**config.mk**
```make
export PLATFORM = sky130hd
export DESIGN_NAME = univ_shift_register
export DESIGN_NICKNAME = d
export VERILOG_FILES = /design/src/rtl/usr_pkg.sv /design/src/rtl/shift_bit_counter.sv /design/src/rtl/univ_shift_register.sv
export SDC_FILE = /design/constraint.sdc
export NUM_CORES = 1
export LEC_CHECK = 0
export BUFFER_PORTS_ARGS = -buffer_cell sky130_fd_sc_hd__buf_2
export CORE_ASPECT_RATIO = 0.7
export CORE_UTILIZATION = 25
export CTS_BUF_LIST = sky130_fd_sc_hd__clkbuf_4 sky130_fd_sc_hd__clkbuf_8 sky130_fd_sc_hd__clkbuf_16
export DETAILED_ROUTE_END_ITERATION = 7
export PLACE_DENSITY = 0.58
export SYNTH_ARGS = -nofsm -noshare
export SYNTH_HDL_FRONTEND = slang
export SYNTH_SLANG_ARGS = --single-unit
export TNS_END_PERCENT = 1
```
**constraint.sdc**
```tcl
create_clock -name clk -period 1.4 [get_ports clk]
set_clock_uncertainty 0.15 [all_clocks]
set_input_delay 0.28 -clock clk [delete_from_list [all_inputs] [get_ports clk]]
set_output_delay 0.28 -clock clk [all_outputs]
set_load 0.05 [all_outputs]
```
**src/rtl/usr_pkg.sv**
```systemverilog
// rtl/usr_pkg.sv - shared mode encoding for the universal shift register
//
// Purpose: operation-select constants used by univ_shift_register and its bench.
// Contents:
//   MODE_W     width of the mode select
//   MODE_*     operation encodings; 110 and 111 are unused and behave as HOLD
package usr_pkg;

  localparam int MODE_W = 3;

  localparam logic [MODE_W-1:0] MODE_HOLD = 3'b000;
  localparam logic [MODE_W-1:0] MODE_SHR  = 3'b001;
  localparam logic [MODE_W-1:0] MODE_SHL  = 3'b010;
  localparam logic [MODE_W-1:0] MODE_ROR  = 3'b011;
  localparam logic [MODE_W-1:0] MODE_ROL  = 3'b100;
  localparam logic [MODE_W-1:0] MODE_LOAD = 3'b101;

endpackage

```
**src/rtl/shift_bit_counter.sv**
```systemverilog
// rtl/shift_bit_counter.sv - counts shifts and flags each completed word
//
// Purpose: counts shift/rotate operations modulo WIDTH and emits a one-cycle
//          word_done pulse on the cycle after the WIDTH-th shift.
// Ports:
//   clk        in   rising-edge clock
//   rst        in   asynchronous active-high reset
//   en         in   clock enable; 0 holds the count and drops word_done
//   inc        in   a shift or rotate is being applied this edge
//   clr        in   a parallel load is being applied this edge
//   bit_cnt    out  shifts since last load or word boundary (0..WIDTH-1)
//   word_done  out  one-cycle pulse after WIDTH shifts
module shift_bit_counter
  import usr_pkg::*;
#(
  parameter  int WIDTH = 8,
  localparam int CNT_W = $clog2(WIDTH + 1)
) (
  input  logic             clk,
  input  logic             rst,
  input  logic             en,
  input  logic             inc,
  input  logic             clr,
  output logic [CNT_W-1:0] bit_cnt,
  output logic             word_done
);

  localparam logic [CNT_W-1:0] CNT_LAST = CNT_W'(WIDTH - 1);
  localparam logic [CNT_W-1:0] CNT_ONE  = CNT_W'(1);

  logic [CNT_W-1:0] r_cnt;
  logic             r_done;

  always_ff @(posedge clk or posedge rst) begin
    if (rst) begin
      r_cnt  <= '0;
      r_done <= 1'b0;
    end else begin
      // The pulse is only ever set by the wrapping increment below, so it
      // can never stretch across an idle or disabled cycle.
      r_done <= 1'b0;
      if (en) begin
        if (clr) begin
          r_cnt <= '0;
        end else if (inc) begin
          if (r_cnt == CNT_LAST) begin
            r_cnt  <= '0;
            r_done <= 1'b1;
          end else begin
            r_cnt <= r_cnt + CNT_ONE;
          end
        end
      end
    end
  end

  assign bit_cnt   = r_cnt;
  assign word_done = r_done;

endmodule

```
**src/rtl/univ_shift_register.sv**
```systemverilog
// rtl/univ_shift_register.sv - parametrised universal shift register
//
// Purpose: WIDTH-bit register with hold, shift right/left, rotate right/left
//          and parallel load; usable as SIPO, PISO or SISO stage.
// Ports:
//   clk         in   rising-edge clock
//   rst         in   asynchronous active-high reset
//   en          in   clock enable; 0 = every register holds
//   mode        in   operation select (usr_pkg MODE_*)
//   serial_in   in   serial data in for SHR/SHL
//   par_in      in   parallel load data
//   q           out  register contents
//   serial_out  out  bit that leaves on the next shift in the current direction
//   bit_cnt     out  shifts since last load or word boundary
//   word_done   out  one-cycle pulse after each complete WIDTH-bit word
module univ_shift_register
  import usr_pkg::*;
#(
  parameter  int               WIDTH   = 8,
  parameter  logic [WIDTH-1:0] RST_VAL = '0,
  localparam int               CNT_W   = $clog2(WIDTH + 1)
) (
  input  logic              clk,
  input  logic              rst,
  input  logic              en,
  input  logic [MODE_W-1:0] mode,
  input  logic              serial_in,
  input  logic [WIDTH-1:0]  par_in,
  output logic [WIDTH-1:0]  q,
  output logic              serial_out,
  output logic [CNT_W-1:0]  bit_cnt,
  output logic              word_done
);

  logic [WIDTH-1:0] r_q;
  logic             r_dir;   // 0 = right (LSB leaves), 1 = left (MSB leaves)

  logic [WIDTH-1:0] w_q_next;
  logic             w_dir_next;
  logic             w_shift;
  logic             w_load;

  always_comb begin
    w_q_next   = r_q;
    w_dir_next = r_dir;
    w_shift    = 1'b0;
    w_load     = 1'b0;
    case (mode)
      MODE_SHR: begin
        w_q_next   = {serial_in, r_q[WIDTH-1:1]};
        w_dir_next = 1'b0;
        w_shift    = 1'b1;
      end
      MODE_SHL: begin
        w_q_next   = {r_q[WIDTH-2:0], serial_in};
        w_dir_next = 1'b1;
        w_shift    = 1'b1;
      end
      MODE_ROR: begin
        w_q_next   = {r_q[0], r_q[WIDTH-1:1]};
        w_dir_next = 1'b0;
        w_shift    = 1'b1;
      end
      MODE_ROL: begin
        w_q_next   = {r_q[WIDTH-2:0], r_q[WIDTH-1]};
        w_dir_next = 1'b1;
        w_shift    = 1'b1;
      end
      MODE_LOAD: begin
        w_q_next = par_in;
        w_load   = 1'b1;
      end
      default: ;  // HOLD and the unused encodings keep everything
    endcase
  end

  always_ff @(posedge clk or posedge rst) begin
    if (rst) begin
      r_q   <= RST_VAL;
      r_dir <= 1'b0;
    end else if (en) begin
      r_q   <= w_q_next;
      r_dir <= w_dir_next;
    end
  end

  shift_bit_counter #(
    .WIDTH(WIDTH)
  ) u_cnt (
    .clk       (clk),
    .rst       (rst),
    .en        (en),
    .inc       (w_shift),
    .clr       (w_load),
    .bit_cnt   (bit_cnt),
    .word_done (word_done)
  );

  assign q          = r_q;
  assign serial_out = r_dir ? r_q[WIDTH-1] : r_q[0];

endmodule

```
Word level (Yosys, flattened, before mapping)
Index checks and enable logic that the tools add are counted.

Register bits after elaboration: 14. Input bits: 15. Output and inout port bits: 14. Logic and storage cells: 32.

Add/subtract/negate cells: 1. Equality and inequality tests: 6. Muxes and demuxes: 12. Reduce and logical (&&, ||, !) cells: 9.

Operator list (count): one-hot mux 8 bit (5 select lines) (1); 2-to-1 mux 4 bit (3); 2-to-1 mux 1 bit (7); equality test 3 x 2 -> 1 bit, second input constant (2); equality test 3 bit, second input constant (2); AND reduction 2 bit (3); nonzero test 5 bit (1); adder 4 x 1 -> 4 bit, second input constant (1); equality test 4 x 3 -> 1 bit, second input constant (1); nonzero test 2 bit (2); OR reduction 2 bit (2); OR reduction 4 bit (1); equality test 3 x 1 -> 1 bit, second input constant (1); one-hot mux 1 bit (2 select lines) (1).

Logic depth before layout (Yosys ltp)
Gate-level depths: netlist of the first run.

Depth after elaboration: 6. Depth in mapped cells: 6. Mapped depth without buffers: 5.

Modules after synthesis
A second synthesis of the first run with hierarchy kept.

Cell total of the unflattened synthesis: 121. Area, all modules: 1029.7 um^2.

By module, submodules not included: univ_shift_register (times used 1, cells each 93, area each 763.2 um^2, seq. area each 225.2 um^2); shift_bit_counter (times used 1, cells each 28, area each 266.5 um^2, seq. area each 125.1 um^2).

Worst setup path before layout of the first run
OpenSTA, ideal clock, no wires.

Path type: register to register. Start point: register u_cnt.r_cnt[0] (netlist: u_cnt.bit_cnt[0]). End point: register u_cnt.r_cnt[2] (netlist: u_cnt.bit_cnt[2]). Library setup time: 119 ps. Arrival time: 1369 ps. Required time: 1131 ps. Setup slack: -238 ps. Cell stages (with the launch flop): 6. Buffers on the path: 0. Clock period less this slack: 1638 ps. Cell sequence: dfrtp_1 > ha_1 > nand2_1 > o21ai_1 > a21oi_1 > o21a_1.

Longest elaborated chain between the ends: 4. Elaborated cells between the ends (all ways): 5. Those cells by class: 1 x add/sub; 1 x eq/ne; 3 x mux.

RTL lines: start, declared (RTL line shift_bit_counter.sv:31) `logic [CNT_W-1:0] r_cnt;`; start signal, assigned (RTL line shift_bit_counter.sv:50) `r_cnt <= r_cnt + CNT_ONE;`; adder 4 x 1 -> 4 bit or equality test 4 x 3 -> 1 bit (tied branches) (RTL line shift_bit_counter.sv:50, shift_bit_counter.sv:46); 2-to-1 mux 4 bit * (RTL line shift_bit_counter.sv:46) `if (r_cnt == CNT_LAST) begin`; 2-to-1 mux 4 bit * (RTL line shift_bit_counter.sv:45) `end else if (inc) begin`; 2-to-1 mux 4 bit * (RTL line shift_bit_counter.sv:43) `if (clr) begin`.

Mark *: on every way between the ends. The rest lies on a longest branch, timed or not. The select of a mux whose other input is x is not followed. A chain may end at the register's enable or synchronous reset.

Worst setup path in the final report of the first run
Start point: register r_dir. End point: output port serial_out.

Longest elaborated chain between the ends: 1.

RTL lines: start, declared (RTL line univ_shift_register.sv:36) `logic r_dir;`; start signal, assigned (RTL line univ_shift_register.sv:83) `r_dir <= w_dir_next;`; 2-to-1 mux 1 bit (RTL line univ_shift_register.sv:100) `assign serial_out = r_dir ? r_q[WIDTH-1] : r_q[0];`; end, declared (RTL line univ_shift_register.sv:30) `output logic serial_out,`.

No other way between the ends.

==> run_results.csv, run 1 <==
group,metric,value,unit
status,status,"finished, violations left",
status,violations,"negative setup slack",
setup_path,critPathMaxFanout,2,
global_routing,grt_pass1_wl,4.62,mm
sta,timing.final.hold_violations,0,
setup_path,crit_slowest_cell,"dfrtp_1",
setup_path,crit_type,"reg2out",
setup_path,cp-end-kind,"output port",
global_routing,grt_max_degree,15,
detailed_routing,drt_iter0_markers,48,
detailed_routing,drc,0,
detailed_routing,wl,2.86,mm
setup_path,path_cells,"mux2_4 -> buf_6",
logic_synthesis,yosys.cell_types.count,33,
final_layout,mostFrequentLayoutCell,"buf_2",
logic_synthesis,synth_warnings,0,
final_layout,fin_nets,179,
placement,dp_hpwl,2.20,mm
clock_network,tritoncts,"built",
detailed_routing,ant_nets,0,
sta,slew_headroom,0.778,
sta,finalCritPeriodShare,1.09,
clock_network,cts.sinks,14,
final_layout,antenna-diode-count,0,
logic_synthesis,ys_ff_latch,14,
placement,port_buffers,28,
power_and_ir_drop,p_comb_frac,0.464,
clock_network,cts_buffers,3,
flow_run,cap_violations,0,
setup_path,slowest_delay,0.39,ns
logic_synthesis,syn_nets,134,
floorplan,core.rowCount,18,
setup_path,crit_family,"flip-flops",
logic_synthesis,synth_top_area_frac,0.371,
clock_network,root_buffer,"clkbuf_8",
final_layout,drive_gt1_frac,0.389,
clock_network,clkSlewWorstSetupHoldPaths,0.06,ns
power_and_ir_drop,p_total,1840,uW
detailed_routing,vias_per_cell,4.81,
sta,hold_ws,0.237,ns
power_and_ir_drop,peakVddDrop,0.000706,V
floorplan,io_pins,29,
logic_synthesis,yosys-top-cells-area,"dfrtp_1 37%, nand2_1 7.9%, a21oi_1 7.4%",
power_and_ir_drop,power_frac_seq,0.314,
sta,finalMaxSlewViolations,0,
logic_synthesis,yosys.area.top_type,"dfrtp_1",
logic_synthesis,dominantRegCellSynth,"dfrtp_1",
final_layout,fillCellCount,376,
power_and_ir_drop,clkPwrFrac,0.222,
sta,timing.final.ws_setup,-0.130,ns
clock_network,h-tree-depth,1,
detailed_routing,firstDrtPassIters,4,
logic_synthesis,netlist_instances,118,
final_layout,final_area,0.00137,mm2
global_routing,antenna_found_initial,0,
min_path,hp-class,"in2reg",
logic_synthesis,syn_area,945,um2
power_and_ir_drop,leakage,0.000652,uW
final_layout,area_growth,45.0,%
power_and_ir_drop,p_sw_frac,0.426,
placement,dpl_cell_area,0.00124,mm2
setup_path,worstSetupStartpointType,"flop",
placement,gp_congestion,0.854,
sta,period_needed,1.53,ns
logic_synthesis,syn_area_per_cell,8.01,um2
global_routing,grt.total_usage,0.159,
floorplan,start_util,0.265,
power_and_ir_drop,power_density,1340,mW/mm2
global_routing,grt-ovfl-total,0,
logic_synthesis,synth_async_sr_flop_share,1.00,
power_and_ir_drop,p_int,1050,uW
sta,setup_viol,1,
logic_synthesis,synth_edf_count,0,
detailed_routing,vias,1020,
logic_synthesis,yosysSeqAreaShare,0.371,
sta,rsz0062_at_grt,"yes",
power_and_ir_drop,p_sw,782,uW
floorplan,dieWidth,75.5,um
final_layout,mostFrequentLayoutCells,"20 x buf_2, 19 x nand2_1, 18 x buf_4",
sta,worstMarginPinSlew,0.332,ns
clock_network,clk_path_buf_depth,2,
global_routing,first_global_vias,971,
sta,fmax,654,MHz
setup_path,arrival,1.10,ns
setup_path,worstPathRequired,0.97,ns
floorplan,die-area,0.00403,mm2
setup_path,path_buf_inv,1,
clock_network,clkLatencyLatePin,0.25,ns
floorplan,die_h,53.4,um
detailed_routing,wl_per_cell,13.5,um
floorplan,fp.coreArea,0.00356,mm2
==> cells by family (layout without fill, tap and decap cells) <==
group | Yosys count | in the layout | share of synthesized area
buffers and inverters | 12 | 56 | 0.0609
DFF | 14 | 14 | 0.371
adders and majority gates | 1 | 1 | 0.0132
xor gates and xnor gates | 1 | 1 | 0.00927
and+or+nand+nor | 43 | 43 | 0.228
muxes | 3 | 3 | 0.0331
AOI/OAI and AO/OA | 44 | 44 | 0.285
==> timing repair <==
item / CTS / global route
buffers inserted: 1 / 0
setup endpoints to repair: 6 / 8
hold endpoints to repair: 14 / 0
pin swaps: 0 / 1
resized for setup: 10 / 11
hold buffers: 1 / 0
==> flip-flops by register name (all words and copies together), names as in the netlist <==
signal           flops
u_cnt.word_done      1
r_dir                1
q                    8
u_cnt.bit_cnt        4
==> power groups by stage <==
stage | Combinational, uW | Clock (uW) | Sequential, uW
2_1_floorplan | 269 | 0 | 830
3_3_place_gp | 752 | 0 | 569
3_5_place_dp | 766 | 0 | 574
4_1_cts | 821 | 411 | 567
5_1_grt | 919 | 430 | 587
6_report | 852 | 408 | 576
==> synth_stat cells (2+ instances only) <==
library cell	count
a21oi_1	14
a32oi_1	2
a31oi_1	3
nand2_1	20
inv_1	6
nor2b_1	4
buf_4	2
mux2i_1	2
a21o_1	2
buf_2	4
dfrtp_1	14
nand3_2	2
o21ai_0	8
nand2b_1	2
o21ai_1	3
o21bai_1	4
nor3_1	2
nor2_1	9
==> routing by layer <==
metal	part of all wire	global-route usage
met5	0	0
met2	0.42	0.232
met1	0.52	0.227
met3	0.053	0.0362
met4	0.012	0.0556
==> through the flow <==
stage / TNS [ns] / std cells / worst slack, ns / utilization
floorplan: -0.167 / 118 / -0.0985 / -
global placement: -0.167 / 206 / -0.0435 / 0.348
detailed placement: -0.418 / 206 / -0.0747 / 0.348
global route: -0.163 / 212 / -0.163 / 0.385
finish: -0.130 / 212 / -0.130 / 0.385
CTS: -0.128 / 212 / -0.128 / 0.377
==> path summary, 6_finish.rpt <==
kind / startpoint / to / slack, ns / cells after the start
worst max-delay path: r_dir / serial_out / -0.13 / 2
worst min-delay path: en / q[0] / 0.24 / 2
worst max register to register: u_cnt.bit_cnt[1] / u_cnt.bit_cnt[3] / 0.08 / 4
worst min register to register: u_cnt.bit_cnt[1] / u_cnt.bit_cnt[1] / 0.38 / 2
max in group asynchronous: rst / q[0] / 0.49 / 4
min in group asynchronous: rst / u_cnt.bit_cnt[1] / 0.42 / 4
==> layout make-up <==
type	count	area [um2]	share of cell area
well taps	50	62.6	0.0457
flip-flops and latches	14	357	0.260
clock buffers	4	55.1	0.0402
repair buffers	46	328	0.239
inverters	6	22.5	0.0164
multi-input cells	92	546	0.398
Note: power is estimated with default switching activity, not from simulation.
==> inputs of run 2 (changes only) <==
--- a/config.mk
+++ b/config.mk
@@ -7,10 +7,11 @@
 export LEC_CHECK = 0
 export BUFFER_PORTS_ARGS = -buffer_cell sky130_fd_sc_hd__buf_2
 export CORE_ASPECT_RATIO = 0.7
+export CORE_MARGIN = 1
 export CORE_UTILIZATION = 25
 export CTS_BUF_LIST = sky130_fd_sc_hd__clkbuf_4 sky130_fd_sc_hd__clkbuf_8 sky130_fd_sc_hd__clkbuf_16
 export DETAILED_ROUTE_END_ITERATION = 7
-export PLACE_DENSITY = 0.58
+export PLACE_DENSITY = 0.57
 export SYNTH_ARGS = -nofsm -noshare
 export SYNTH_HDL_FRONTEND = slang
 export SYNTH_SLANG_ARGS = --single-unit
==> constraint.sdc (replaced) <==
create_clock -name clk -period 1.6 [get_ports clk]
set_clock_uncertainty 0.15 [all_clocks]
set_input_delay 0.32 -clock clk [delete_from_list [all_inputs] [get_ports clk]]
set_output_delay 0.32 -clock clk [all_outputs]
set_load 0.05 [all_outputs]
==> run_results.csv, run 2 (synthesized netlist as in run 1, its figures left out) <==
group,metric,value,unit
status,status,"finished, final reports clean",
detailed_routing,drt_iter0_markers,42,
global_routing,first_global_vias,854,
clock_network,tritoncts,"built",
placement,gp_congestion,0.829,
floorplan,core.rowCount,18,
sta,fmax,644,MHz
setup_path,cp-end-kind,"output port",
placement,port_buffers,28,
sta,timing.final.ws_setup,0.0471,ns
floorplan,fp.coreArea,0.00356,mm2
setup_path,worstPathRequired,1.13,ns
floorplan,io_pins,29,
global_routing,grt_max_degree,15,
min_path,hp-class,"in2reg",
detailed_routing,ant_nets,0,
final_layout,drive_gt1_frac,0.331,
detailed_routing,wl_per_cell,12.8,um
detailed_routing,wl,2.61,mm
clock_network,cts_buffers,3,
detailed_routing,drc,0,
clock_network,root_buffer,"clkbuf_8",
sta,slew_headroom,0.603,
sta,finalCritPeriodShare,0.971,
clock_network,clkLatencyLatePin,0.25,ns
final_layout,antenna-diode-count,0,
placement,dp_hpwl,1.97,mm
sta,timing.final.hold_violations,0,
detailed_routing,vias_per_cell,4.83,
global_routing,grt-ovfl-total,0,
clock_network,clk_path_buf_depth,2,
final_layout,mostFrequentLayoutCell,"buf_2",
setup_path,critPathMaxFanout,2,
clock_network,clkSlewWorstSetupHoldPaths,0.06,ns
flow_run,cap_violations,0,
sta,rsz0062_at_grt,"no",
final_layout,fillCellCount,402,
sta,period_needed,1.55,ns
sta,worstMarginPinSlew,0.595,ns
setup_path,crit_type,"reg2out",
final_layout,largest_reg_flops,8,
power_and_ir_drop,peakVddDrop,0.000323,V
clock_network,h-tree-depth,1,
setup_path,worstSetupStartpointType,"flop",
sta,tns,0,ns
placement,pre_cts_slack,0.0644,ns
detailed_routing,firstDrtPassIters,4,
sta,setup_viol,0,
floorplan,start_util,0.265,
global_routing,grt_pass1_wl,4.28,mm
sta,finalMaxSlewViolations,0,
final_layout,fin_nets,171,
floorplan,die_h,53.4,um
clock_network,cts.sinks,14,
power_and_ir_drop,p_total,1500,uW
floorplan,die-area,0.00403,mm2
final_layout,mostFrequentLayoutCells,"27 x buf_2, 20 x nand2_1, 14 x a21oi_1",
final_layout,area_growth,33.4,%
power_and_ir_drop,leakage,0.000601,uW
detailed_routing,vias,986,
global_routing,antenna_found_initial,0,
floorplan,dieWidth,75.5,um
global_routing,grt.total_usage,0.145,
power_and_ir_drop,power_density,1190,mW/mm2
setup_path,arrival,1.08,ns
-- run 2: cell count changes in the layout (fill, tap and decap cells not counted), sizes merged --
cell | previous run | this run
buf | 44 | 37
clkbuf | 5 | 4
-- run 2: path summary, 6_finish.rpt --
check,start,end,slack (ns),cells after the start
worst max-delay path,r_dir,serial_out,0.05,2
worst min-delay path,mode[0],r_dir,0.20,2
worst max register to register,u_cnt.bit_cnt[0],u_cnt.bit_cnt[2],0.13,5
worst min register to register,u_cnt.bit_cnt[0],u_cnt.bit_cnt[0],0.36,1
max in group asynchronous,rst,u_cnt.bit_cnt[1],0.35,3
min in group asynchronous,rst,u_cnt.word_done,0.53,3
-- run 2: metrics by stage --
step,instances,hold slack (ns),instance area (um2),utilization
6_report,204,0.200,1260,0.354
5_1_grt,204,0.227,1260,0.354
4_1_cts,204,0.201,1250,0.351
3_5_place_dp,196,0.253,1160,0.326
3_3_place_gp,196,0.259,1160,0.326
2_1_floorplan,118,0.0591,947,-
-- run 2: repair_timing --
action | CTS | global route
endpoints found under the setup margin | 1 | 2
gates cloned | 0 | 0
setup buffers | 3 | 0
gates resized for setup | 1 | 2
hold buffers | 1 | 0
endpoints found under the hold margin | 14 | 0
-- run 2: layout make-up --
class                      instances  area, um2  area share
multi-input combinational         92        543       0.431
timing repair buffer              38        224       0.178
sequential                        14        353       0.280
tap                               50       62.6      0.0497
inverter                           6       22.5      0.0179
clock buffer                       4       55.1      0.0437
-- run 2: where the power goes --
part	switching [uW]	internal [uW]	total, uW	leakage (uW)
logic	449	203	653	0.000408
clock network	132	218	351	0.0000288
registers	68.8	426	495	0.000165
total	650	848	1500	0.000601
-- run 2: metal layers --
layer  vias up  wire length (um)  GRT usage  share of wire
li1        485                 -          -              -
met3         0               218     0.0362          0.084
met2        39              1080      0.190           0.41
met1       462              1310      0.228           0.50
met4         0                 0     0.0340              0
met5         -                 0          0              0
-- run 2: worst max-delay path, cell delays in order, from the launching register on --
cell and delay (ns):
dfrtp_1 0.34, mux2_2 0.34, buf_6 0.15
==> inputs of run 3 (changes only) <==
--- a/config.mk
+++ b/config.mk
@@ -5,13 +5,15 @@
 export SDC_FILE = /design/constraint.sdc
 export NUM_CORES = 1
 export LEC_CHECK = 0
+export ABC_AREA = 1
 export BUFFER_PORTS_ARGS = -buffer_cell sky130_fd_sc_hd__buf_2
+export CAP_MARGIN = 20
 export CORE_ASPECT_RATIO = 0.7
 export CORE_MARGIN = 1
 export CORE_UTILIZATION = 25
 export CTS_BUF_LIST = sky130_fd_sc_hd__clkbuf_4 sky130_fd_sc_hd__clkbuf_8 sky130_fd_sc_hd__clkbuf_16
 export DETAILED_ROUTE_END_ITERATION = 7
-export PLACE_DENSITY = 0.57
+export PLACE_DENSITY = 0.56
 export SYNTH_ARGS = -nofsm -noshare
 export SYNTH_HDL_FRONTEND = slang
 export SYNTH_SLANG_ARGS = --single-unit
==> constraint.sdc (replaced) <==
create_clock -name clk -period 1.62 [get_ports clk]
set_clock_uncertainty 0.15 [all_clocks]
set_input_delay 0.324 -clock clk [delete_from_list [all_inputs] [get_ports clk]]
set_output_delay 0.324 -clock clk [all_outputs]
set_load 0.05 [all_outputs]
==> run_results.csv, run 3 <==
group,metric,value,unit
status,status,"finished, final reports clean",
setup_path,worstSetupStartpointType,"flop",
global_routing,grt.total_usage,0.131,
logic_synthesis,yosys.cell_types.count,24,
sta,fmax,635,MHz
setup_path,arrival,1.10,ns
floorplan,dieWidth,83.0,um
power_and_ir_drop,p_sw_frac,0.507,
global_routing,grt_max_degree,20,
setup_path,endpoint,"serial_out",
min_path,hp-class,"in2reg",
power_and_ir_drop,leakage,0.000810,uW
power_and_ir_drop,power_density,1250,mW/mm2
detailed_routing,drc,0,
power_and_ir_drop,p_int,889,uW
setup_path,r2r_slack,0.34,ns
detailed_routing,wl_per_cell,11.9,um
logic_synthesis,ys_ff_latch,14,
flow_run,cap_violations,0,
power_and_ir_drop,p_total,1810,uW
sta,finalMaxSlewViolations,0,
setup_path,critPathMaxFanout,2,
power_and_ir_drop,p_comb_frac,0.520,
setup_path,r2r_end,"u_cnt.bit_cnt[0]",
detailed_routing,ant_nets,0,
logic_synthesis,synth_top_family_by_area,"simple AND/OR/NAND/NOR gates",
clock_network,tritoncts,"built",
setup_path,r2r_cells,8,
clock_network,cts.sinks,14,
logic_synthesis,synthAdderAreaFrac,0.0109,
final_layout,mostFrequentLayoutCells,"63 x nand2_1, 32 x nand4_1, 27 x buf_2",
setup_path,slowest_delay,0.35,ns
sta,slew_headroom,0.636,
logic_synthesis,synth_compound_area_frac,0.0436,
setup_path,crit_type,"reg2out",
floorplan,core.rowCount,20,
logic_synthesis,synth_common_cells,"63 x nand2_1, 32 x nand4_1, 14 x dfrtp_1",
clock_network,root_buffer,"clkbuf_8",
detailed_routing,vias,1258,
sta,period_needed,1.57,ns
sta,setup_viol,0,
placement,gp_congestion,0.855,
floorplan,die-area,0.00487,mm2
placement,pre_cts_slack,0.0508,ns
clock_network,cts_buffers,3,
setup_path,path_cells,"mux2_2 -> buf_6",
sta,timing.final.ws_setup,0.0454,ns
detailed_routing,drt_iter0_markers,44,
final_layout,final_area,0.00144,mm2
clock_network,clkSlewWorstSetupHoldPaths,0.06,ns
placement,dp_hpwl,2.38,mm
sta,tns,0,ns
global_routing,antenna_found_initial,0,
floorplan,die_h,58.7,um
final_layout,mostFrequentLayoutCell,"nand2_1",
logic_synthesis,dominantRegCellSynth,"dfrtp_1",
final_layout,largest_reg_flops,8,
setup_path,crit_family,"flip-flops",
logic_synthesis,synth_xor_area_frac,0.00763,
placement,port_buffers,28,
sta,rsz0062_at_grt,"no",
logic_synthesis,synth_mux_area_frac,0.00980,
detailed_routing,vias_per_cell,4.89,
clock_network,clkLatencyLatePin,0.24,ns
power_and_ir_drop,clkPwrFrac,0.156,
final_layout,area_growth,25.5,%
detailed_routing,firstDrtPassIters,4,
logic_synthesis,syn_area_per_cell,6.88,um2
clock_network,clk_path_buf_depth,2,
sta,worstMarginPinSlew,0.546,ns
logic_synthesis,synth_warnings,0,
global_routing,first_global_vias,1100,
power_and_ir_drop,peakVddDrop,0.000683,V
setup_path,cp-end-kind,"output port",
setup_path,r2r-start,"u_cnt.bit_cnt[1]",
logic_synthesis,synth_edf_count,0,
final_layout,antenna-diode-count,0,
floorplan,io_pins,29,
power_and_ir_drop,p_sw,916,uW
placement,post-place-cells,252,
setup_path,crit_slowest_cell,"dfrtp_1",
final_layout,fin_cells,257,
logic_synthesis,synthMostInstantiatedCell,"nand2_1",
final_layout,drive_gt1_frac,0.287,
power_and_ir_drop,power_frac_seq,0.324,
logic_synthesis,syn_nets,183,
placement,dpl_cell_area,0.00138,mm2
global_routing,grt-ovfl-total,0,
global_routing,grt_pass1_wl,5.18,mm
detailed_routing,wl,3.07,mm
final_layout,fin_nets,220,
logic_synthesis,yosysSeqAreaShare,0.305,
logic_synthesis,yosys.area.top_type,"dfrtp_1",
floorplan,start_util,0.262,
floorplan,fp.coreArea,0.00438,mm2
sta,timing.final.hold_violations,0,
logic_synthesis,synth_top_area_frac,0.305,
logic_synthesis,netlist_instances,167,
setup_path,cp-startpoint,"r_dir",
setup_path,worstPathRequired,1.15,ns
logic_synthesis,yosys-top-cells-area,"dfrtp_1 31%, nand2_1 21%, nand4_1 17%",
sta,finalCritPeriodShare,0.972,
setup_path,path_buf_inv,1,
logic_synthesis,synth_simple_gate_area_frac,0.522,
logic_synthesis,synth_async_sr_flop_share,1.00,
logic_synthesis,syn_area,0.00115,mm2
clock_network,h-tree-depth,1,
setup_path,cp_num_cells,2,
[run 3: cell types whose count changed after synthesis, moves of 9 or more]
| cell | delta |
|---|---|
| a21oi_1 | -14 |
| nand4_1 | +32 |
| nand2_1 | +43 |
| nand3_1 | +9 |
[run 3: power groups by stage]
stage / combinational [uW] / clock, uW / sequential [uW]
after floorplan: 344 / 0 / 910
after global placement: 913 / 0 / 595
after detailed placement: 915 / 0 / 596
after CTS: 941 / 291 / 587
after global routing: 1020 / 304 / 602
final: 939 / 282 / 585
[run 3: worst min path at each step]
stage / cells past startpoint / to / start / slack (ns)
after floorplan: 1 / q[0] / rst / 0.06
after global placement: 2 / q[3] / rst / 0.26
after detailed placement: 2 / q[3] / rst / 0.25
after CTS: 3 / r_dir / en / 0.18
after global routing: 3 / r_dir / en / 0.21
final: 3 / r_dir / en / 0.18
[run 3: per-layer routing]
layer / vias up / global-route usage / routed length, um
met2: 33 / 0.208 / 1260
met4: 0 / 0.00739 / 0
met3: 0 / 0.0393 / 177
li1: 649 / - / -
met1: 576 / 0.185 / 1630
met5: - / 0 / 0
[run 3: layout make-up]
| cell class | count | area [um2] |
|---|---|---|
| Clock buffer | 3 | 41.3 |
| Sequential cell | 14 | 352 |
| Fill cell | 498 | 2940 |
| Multi-Input combinational cell | 133 | 682 |
| Inverter | 9 | 36.3 |
| Tap cell | 55 | 68.8 |
| Timing Repair Buffer | 43 | 262 |
[run 3: kinds of logic (layout without fill, tap and decap cells)]
group                    count (synthesis)  in the layout
XOR/XNOR                                 1              1
multiplexers                             1              1
flip-flops                              14             14
buffers and inverters                   20             55
adder cells (fa/ha/maj)                  1              1
AO/OA/AOI/OAI                            6              6
AND/OR/NAND/NOR                        124            124
[run 3: timing repair]
action	in CTS	in global routing
resized for setup	2	1
pin swaps	0	0
hold buffers	1	0
setup endpoints to repair	1	1
endpoints found under the hold margin	14	0
setup buffers	1	0
[run 3: tightest hold or removal path, cell delays in order]
cell	delay, ns
buf_2	0.11
nand2_1	0.05
nand2_1	0.05
[run 3: stage by stage]
step,util,hold WS (ns)
floorplan,-,0.0632
detailed placement,0.314,0.255
finish,0.329,0.185
global placement,0.314,0.256
global route,0.329,0.207
CTS,0.328,0.181
